## src/rtl/round_referee.sv

```systemverilog
// round_referee: referees one Tug-of-War round at a time.
// Waits a pseudo-random delay, lights GO, arbitrates the first press and
// presents a held (rw, wingame) level pair for the downstream game counter.
// Stops refereeing once the counter reports over; only rst leaves DONE.
// Optional build macro: ROUND_REFEREE_FALSE_START_EN. When it is defined, a
// press during WAIT is a false start and the opponent is awarded the point.
module round_referee #(
    parameter int DELAY_UNIT  = 50_000_000,
    parameter int HOLD_CYCLES = 8,
    parameter int GO_TIMEOUT  = 250_000_000
) (
    input  logic clk,
    input  logic rst,
    input  logic start,
    input  logic btn_l,
    input  logic btn_r,
    input  logic over,
    output logic rw,
    output logic wingame,
    output logic go_led,
    output logic busy
);

    // One shared down-counter serves the delay, timeout and hold phases,
    // so it is sized for the largest of the three.
    localparam int MAX_DLY = 16 * DELAY_UNIT;
    localparam int MAX_AB  = (MAX_DLY > GO_TIMEOUT) ? MAX_DLY : GO_TIMEOUT;
    localparam int MAX_CNT = (MAX_AB > HOLD_CYCLES) ? MAX_AB : HOLD_CYCLES;
    localparam int CNT_W   = $clog2(MAX_CNT + 1);

    localparam logic [CNT_W-1:0] CNT_ZERO     = {CNT_W{1'b0}};
    localparam logic [CNT_W-1:0] TIMEOUT_LOAD = CNT_W'(GO_TIMEOUT - 1);
    localparam logic [CNT_W-1:0] HOLD_LOAD    = CNT_W'(HOLD_CYCLES - 1);
    localparam logic [7:0]       LFSR_SEED    = 8'hA5;

    typedef enum logic [2:0] {
        ST_IDLE   = 3'd0,
        ST_WAIT   = 3'd1,
        ST_GO     = 3'd2,
        ST_RESULT = 3'd3,
        ST_DONE   = 3'd4
    } state_t;

    // Fibonacci step for x^8+x^6+x^5+x^4+1; a non-zero seed never reaches zero.
    function automatic logic [7:0] lfsr_step(input logic [7:0] v);
        return {v[6:0], v[7] ^ v[5] ^ v[4] ^ v[3]};
    endfunction

    state_t           state_r;
    state_t           state_nxt_s;
    logic [CNT_W-1:0] cnt_r;
    logic [CNT_W-1:0] cnt_nxt_s;
    logic [CNT_W-1:0] delay_load_s;
    logic [4:0]       dly_units_s;
    logic [7:0]       lfsr_r;
    logic [7:0]       lfsr_nxt_s;
    logic             btn_l_q_r;
    logic             btn_r_q_r;
    logic             press_l_s;
    logic             press_r_s;
    logic             right_win_r;
    logic             right_win_nxt_s;
    logic             rw_nxt_s;
    logic             wingame_nxt_s;
    logic             go_led_nxt_s;
    logic             busy_nxt_s;

    assign lfsr_nxt_s = lfsr_step(lfsr_r);
    assign press_l_s  = btn_l & ~btn_l_q_r;
    assign press_r_s  = btn_r & ~btn_r_q_r;

    // The counter runs from delay-1 down to zero, so GO comes exactly
    // delay cycles after WAIT entry. The draw uses the LFSR value that is
    // clocked in on the entry edge.
    assign dly_units_s  = {1'b0, lfsr_nxt_s[3:0]} + 5'd1;
    assign delay_load_s = CNT_W'(dly_units_s) * CNT_W'(DELAY_UNIT) - CNT_W'(1);

    // Next-state, counter reload and next-cycle output decode.
    always_comb begin
        state_nxt_s     = state_r;
        cnt_nxt_s       = cnt_r;
        right_win_nxt_s = right_win_r;
        case (state_r)
            ST_IDLE: begin
                if (over) begin
                    state_nxt_s = ST_DONE;
                end else if (start) begin
                    state_nxt_s = ST_WAIT;
                    cnt_nxt_s   = delay_load_s;
                end else begin
                    state_nxt_s = ST_IDLE;
                end
            end
            ST_WAIT: begin
                if (over) begin
                    state_nxt_s = ST_DONE;
                end
`ifdef ROUND_REFEREE_FALSE_START_EN
                else if (press_l_s && press_r_s) begin
                    // Double false start: no point, draw a fresh delay.
                    cnt_nxt_s = delay_load_s;
                end else if (press_l_s) begin
                    state_nxt_s     = ST_RESULT;
                    right_win_nxt_s = 1'b1;
                    cnt_nxt_s       = HOLD_LOAD;
                end else if (press_r_s) begin
                    state_nxt_s     = ST_RESULT;
                    right_win_nxt_s = 1'b0;
                    cnt_nxt_s       = HOLD_LOAD;
                end
`endif
                else if (cnt_r == CNT_ZERO) begin
                    state_nxt_s = ST_GO;
                    cnt_nxt_s   = TIMEOUT_LOAD;
                end else begin
                    cnt_nxt_s = cnt_r - CNT_W'(1);
                end
            end
            ST_GO: begin
                if (over) begin
                    state_nxt_s = ST_DONE;
                end else if (press_l_s && press_r_s) begin
                    state_nxt_s = ST_WAIT;
                    cnt_nxt_s   = delay_load_s;
                end else if (press_l_s) begin
                    state_nxt_s     = ST_RESULT;
                    right_win_nxt_s = 1'b0;
                    cnt_nxt_s       = HOLD_LOAD;
                end else if (press_r_s) begin
                    state_nxt_s     = ST_RESULT;
                    right_win_nxt_s = 1'b1;
                    cnt_nxt_s       = HOLD_LOAD;
                end else if (cnt_r == CNT_ZERO) begin
                    // Nobody pressed in time: abandon the round quietly.
                    state_nxt_s = ST_WAIT;
                    cnt_nxt_s   = delay_load_s;
                end else begin
                    cnt_nxt_s = cnt_r - CNT_W'(1);
                end
            end
            ST_RESULT: begin
                // over is only looked at once the hold has run its length.
                if (cnt_r == CNT_ZERO) begin
                    if (over) begin
                        state_nxt_s = ST_DONE;
                    end else begin
                        state_nxt_s = ST_WAIT;
                        cnt_nxt_s   = delay_load_s;
                    end
                end else begin
                    cnt_nxt_s = cnt_r - CNT_W'(1);
                end
            end
            ST_DONE: begin
                state_nxt_s = ST_DONE;
                cnt_nxt_s   = CNT_ZERO;
            end
            default: begin
                state_nxt_s = ST_IDLE;
                cnt_nxt_s   = CNT_ZERO;
            end
        endcase

        go_led_nxt_s  = (state_nxt_s == ST_GO);
        busy_nxt_s    = (state_nxt_s == ST_WAIT) || (state_nxt_s == ST_GO) ||
                        (state_nxt_s == ST_RESULT);
        wingame_nxt_s = (state_nxt_s == ST_RESULT);
        rw_nxt_s      = wingame_nxt_s & right_win_nxt_s;
    end

    // State, counter, LFSR, button history and registered outputs.
    always_ff @(posedge clk) begin
        if (rst) begin
            state_r     <= ST_IDLE;
            cnt_r       <= CNT_ZERO;
            lfsr_r      <= LFSR_SEED;
            btn_l_q_r   <= 1'b0;
            btn_r_q_r   <= 1'b0;
            right_win_r <= 1'b0;
            rw          <= 1'b0;
            wingame     <= 1'b0;
            go_led      <= 1'b0;
            busy        <= 1'b0;
        end else begin
            state_r     <= state_nxt_s;
            cnt_r       <= cnt_nxt_s;
            lfsr_r      <= lfsr_nxt_s;
            btn_l_q_r   <= btn_l;
            btn_r_q_r   <= btn_r;
            right_win_r <= right_win_nxt_s;
            rw          <= rw_nxt_s;
            wingame     <= wingame_nxt_s;
            go_led      <= go_led_nxt_s;
            busy        <= busy_nxt_s;
        end
    end

endmodule

```

## config.mk

```make
export PLATFORM = sky130hd
export DESIGN_NAME = round_referee
export DESIGN_NICKNAME = d
export VERILOG_FILES = /design/src/rtl/round_referee.sv
export SDC_FILE = /design/constraint.sdc
export NUM_CORES = 1
export LEC_CHECK = 0
export BUFFER_PORTS_ARGS = -buffer_cell sky130_fd_sc_hd__buf_2
export CAP_MARGIN = 20
export CORE_UTILIZATION = 45
export CTS_BUF_LIST = sky130_fd_sc_hd__clkbuf_16
export DETAILED_ROUTE_END_ITERATION = 12
export HOLD_SLACK_MARGIN = 0.1
export SLEW_MARGIN = 20
export SYNTH_ARGS = -nofsm -noshare
export SYNTH_HDL_FRONTEND = slang
export SYNTH_SLANG_ARGS = --single-unit
```

## constraint.sdc

```tcl
create_clock -name clk -period 6.15 [get_ports clk]
set_input_delay 0.615 -clock clk [delete_from_list [all_inputs] [get_ports clk]]
set_output_delay 0.615 -clock clk [all_outputs]
set_load 0.02 [all_outputs]
```

Word level (Yosys, flattened, before mapping)
Index checks and enable logic that the tools add are counted.
{"block": "classes", "eq_ne": 12, "add_sub_neg": 3, "reduce_logical": 6, "n_mul": 1, "bitwise": 8, "mux": 29}
{"cell": "2-to-1 mux 30 bit", "n": 11}
{"cell": "case mux 30 bit (4 select lines)", "n": 1}
{"cell": "subtractor 30 x 1 -> 30 bit, second input constant", "n": 2}
{"cell": "zero test 30 bit", "n": 1}
{"cell": "2-to-1 mux 3 bit", "n": 10}
{"cell": "multiplier 5 x 19 -> 23 bit, second input constant", "n": 1}
{"cell": "case mux 3 bit (5 select lines)", "n": 1}
{"cell": "equality test 3 x 2 -> 1 bit, second input constant", "n": 4}
{"cell": "inequality test 2 bit, second input constant", "n": 4}
{"cell": "equality test 3 x 1 -> 1 bit, second input constant", "n": 2}
{"cell": "2-to-1 mux 1 bit", "n": 6}
{"cell": "adder 4 x 1 -> 5 bit, second input constant", "n": 1}
{"cell": "AND reduction 5 bit", "n": 1}
{"cell": "bitwise AND 1 bit", "n": 3}
{"cell": "equality test 3 bit, second input constant", "n": 1}
{"cell": "zero test 3 bit", "n": 1}
{"cell": "inequality test 3 bit, second input constant", "n": 1}
{"cell": "XOR 1 bit", "n": 3}
{"cell": "logical OR 1 bit", "n": 2}
{"cell": "inverter 1 bit", "n": 2}
{"cell": "logical AND 1 bit", "n": 1}
{"block": "word_totals", "wordCells": 69, "in_bits": 6, "ff_bits": 48}

Depth between registers and ports, before layout
{"block": "depth", "depth_word": 12, "mapped_depth": 22, "mapped_depth_nobuf": 20}

Worst setup path after synthesis
Ideal clock, no wire load.
{"block": "synth_path", "path_kind": "register -> register", "startpoint": "register lfsr_r[4]", "endpoint": "register cnt_r[26]", "period_less_slack_ns": 5.818, "required_ns": 6.035, "arrival_ns": 5.704, "n_path_buf": 1, "path_stages_with_launch": 21, "path_slack_ns": 0.332, "cell_sequence": "dfxtp_1 xnor2_1 xnor2_1 clkbuf_1 inv_1 ha_1 nand3_1 inv_1 fa_1 inv_1 fa_1 inv_1 fa_1 ha_1 a41oi_1 o21ai_0 or2_2 o311ai_0 a31oi_1 mux2i_1 a21bo_1"}
{"block": "synth_via", "elab_chain_cells": 11, "word_cells_on_any_way": 15, "cone_classes": "add/sub (2); mul (1); mux (10); bitwise (2)"}
{"element": "start, declared", "line_no": "55", "rtl": "logic [7:0] lfsr_r;"}
{"element": "start signal, assigned", "line_no": "187", "rtl": "lfsr_r <= lfsr_nxt_s;"}
{"element": "XOR 1 bit * (2 in a row)", "line_no": "46", "rtl": "return {v[6:0], v[7] ^ v[5] ^ v[4] ^ v[3]};"}
{"element": "adder 4 x 1 -> 5 bit *", "line_no": "75", "rtl": "assign dly_units_s = {1'b0, lfsr_nxt_s[3:0]} + 5'd1;"}
{"element": "multiplier 5 x 19 -> 23 bit *", "line_no": "76", "rtl": "assign delay_load_s = CNT_W'(dly_units_s) * CNT_W'(DELAY_UNIT) - CNT_W'(1);"}
{"element": "subtractor 30 x 1 -> 30 bit *", "line_no": "76"}
{"element": "2-to-1 mux 30 bit", "line_no": "133", "rtl": "end else if (cnt_r == CNT_ZERO) begin"}
{"element": "2-to-1 mux 30 bit", "line_no": "129", "rtl": "end else if (press_r_s) begin"}
{"element": "2-to-1 mux 30 bit", "line_no": "125", "rtl": "end else if (press_l_s) begin"}
{"element": "2-to-1 mux 30 bit", "line_no": "122", "rtl": "end else if (press_l_s && press_r_s) begin"}
{"element": "2-to-1 mux 30 bit", "line_no": "120", "rtl": "if (over) begin"}
{"element": "case mux 30 bit (4 select lines) *", "line_no": "83", "rtl": "case (state_r)"}
{"element": "end signal, assigned", "line_no": "186", "rtl": "cnt_r <= cnt_nxt_s;"}
{"element": "end, declared", "line_no": "51", "rtl": "logic [CNT_W-1:0] cnt_r;"}
Mark *: on every way between the ends. The rest lies on a longest branch, timed or not. The select of a mux whose other input is x is not followed.
A chain may end at the register's enable or synchronous reset.

Worst setup path in the final report
{"block": "layout_path", "startpoint": "register lfsr_r[4]", "endpoint": "register cnt_r[23]"}
The elaborated chain is that of the path after synthesis.

==> results.md <==
* FF-to-FF path depth at 18
* Uppermost layer routed: met4
* Worst clock skew at 12.9 ps
* Port Buffers at 9
* Die area at 0.0106 sq mm
* Met3 routed WL at 515 um
* Min Tclk post-route at roughly 5400 ps
* Post-synth ARST share at 0
* CP max stage delay at roughly 600 ps
* Final hold vios at 0
* Row Count at 36
* Hold Crit Depth at 1
* First-pass GRT wire length at 19.4 mm
* Hold Startpoint: lfsr_r[6]
* Mapped Cells at between 500 and 600
* Netlist Area Pre-Place at 0.00457 sq mm
* Die outline width at approximately 100 um
* Most common cell after layout, fill and taps aside: dfxtp_1
* Worst path cell trace: xnor2_1, xnor2_2, inv_1, buf_4, ha_1, inv_1, fa_1, fa_1, inv_1, ha_1, a21oi_1, o31ai_1, a211oi_1, a2111oi_0, buf_4, a21oi_1, o31ai_1, and3_1
* Setup violators final at 0
* Post-synth EDFFs at 0
* Core box area at 0.00982 sq mm
* Most frequent cells in the layout: dfxtp_1, inv_1, nor2_1
* Max Fclk at 0.184 GHz
* Clock transition at path regs at 70 ps
* Initial Util at 0.465
* Crit path from: lfsr_r[4]
* Largest net degree at the start of global routing at 41
* Clock Path Buffers at 2
* Ys flop type: dfxtp_1
* Vias in the first global route at approximately 3.9k
* WL/cell at 17.2 um
* Period utilization at 0.883
* Total GRT Usage at 0.240
* Initial antenna violation count at 0
* Most numerous cell on the critical path: inv_1
* Critical Path Fanout Max at 8
* RSZ-0062 raised after global routing: no
* Setup TNS at 0 ps
* Worst Hold Class: flip-flop to flip-flop
* Max-cap violations at 0
* Crit-path slowest cell: a2111oi_0
* Clock sink count at 48
* GRT overflow at 0
* Metal-1 WL at 5.32 mm
* Worst r2r src: lfsr_r[4]
* Area leader, netlist: dfxtp_1
* Actual slew at the worst max-slew pin at 867 ps
* Nets at about 630
* Filler cells at 1,036
* DR iter-0 viols at 185
* Yosys reg bits at 48
* Startpoint Class: flip-flop
* Synth unique cells at 69
* Share of cells above drive strength 1 at 0.0943
* Routability cong. at 0.915
* Synth top area share at 0.210
* Register area at 961 sq um
* Max FFs per register at 30
* Final WL at ~12 mm
* Top post-synthesis cells by area: dfxtp_1, ha_1, fa_1
* Worst reg-to-reg setup slack at 720 ps
* Area growth from synthesis to layout at 6.35%
* Die H at 103 um
* Antenna fix cells at 0
* Setup bufs post-CTS at 0
* Multi-input gate area at 0.00331 sq mm
* Synth Net Count at about 630
* Pre-antenna DRT Iters at 5
* Worst R2R End: cnt_r[23]
* Vias at 4,084
* CTS Hold Bufs at 0
* H-tree depth at 2
* Antenna-violating nets left at 0
* WS Path Type: flip-flop to flip-flop
* Post-cts repair resize count at 0
* Worst EP arrival at approximately 5700 ps
* Setup crit end kind: flip-flop
* Seq/Total Area, Yosys at 0.210
* Yosys warning total at 0
* Top Registers: cnt_r x30, lfsr_r x8, state_r x3
* Clock Latency Late Sink at 300 ps
* Worst path required time at 6390 ps
* Hpwl dp at 9.13 mm
* Vias per cell at 5.88
* Fin. max-slew vios at 0
* Cts bufs inserted at 5
* Met2 wire len at 5.95 mm
* Relative slew slack at 0.422
* Status: finished, final reports clean
* TritonCTS clock tree: yes
* IO Pins at 10
* Hold EP: lfsr_r[7]
* Reg with most FFs: cnt_r
* Post-route DRC at 0
* Root Driver: clkbuf_16
* Syn Area/Cell at 8.13 sq um
-- stage by stage --
stage | cell area [sq um] | cells | hold slack (ps) | util | setup WS, ps
3_3_place_gp | 4710 | 687 | 409 | 0.480 | 678
5_1_grt | 4860 | 695 | 426 | 0.495 | 318
2_1_floorplan | 4570 | 562 | 389 | - | 332
3_5_place_dp | 4710 | 687 | 404 | 0.480 | 748
4_1_cts | 4860 | 695 | 420 | 0.495 | 713
6_report | 4860 | 695 | 420 | 0.495 | 721
-- cells in the mapped netlist, drive strengths merged (16+ instances only) --
library cell and n:
nor3 19, nor2 44, a21oi 42, nand2 38
inv 46, xor2 17, ha 42, xnor2 27
o21ai 25, dfxtp 48, fa 16
-- cell type report --
| type | instances | share of cell area |
|---|---|---|
| multi-input cells | 443 | 0.682 |
| inverters | 47 | 0.0363 |
| well taps | 133 | 0.0343 |
| clock buffers | 5 | 0.0258 |
| clock inverters | 3 | 0.00386 |
| repair buffers | 16 | 0.0201 |
| flip-flops and latches | 48 | 0.198 |
-- per-layer routing --
layer | global-route usage | vias to the layer above
met5 | 0 | -
met4 | 0.0509 | 0
met3 | 0.0332 | 15
met2 | 0.433 | 100
met1 | 0.303 | 1950
li1 | - | 2019
-- worst max path at each step --
stage	endpoint	slack, ps	cells past startpoint
after floorplan	cnt_r[26]	330	20
after global placement	cnt_r[23]	680	18
after detailed placement	cnt_r[23]	750	18
after CTS	cnt_r[23]	710	18
after global routing	cnt_r[23]	320	19
final	cnt_r[23]	720	18
-- critical path: cells and delay by family (launching register included) --
kind | cells | cell delay (ps)
fa+ha+maj | 4 | 1900
compound gates | 6 | 1680
flops | 1 | 320
buf+inv | 5 | 920
xor+xnor | 2 | 390
simple gates | 1 | 170
-- kinds of logic (layout without fill, tap and decap cells) --
group / Yosys count / after routing / synth area share
AO/OA/AOI/OAI: 155 / 155 / 0.240
flip-flops: 48 / 48 / 0.210
adder cells (fa/ha/maj): 58 / 58 / 0.185
multiplexers: 2 / 2 / 0.00438
buffers and inverters: 71 / 71 / 0.0660
AND/OR/NAND/NOR: 184 / 184 / 0.209
XOR/XNOR: 44 / 44 / 0.0844
Power is left out: the tool's default activity adds up to more than one toggle a clock period on the data nets, which glitch-free logic cannot reach.
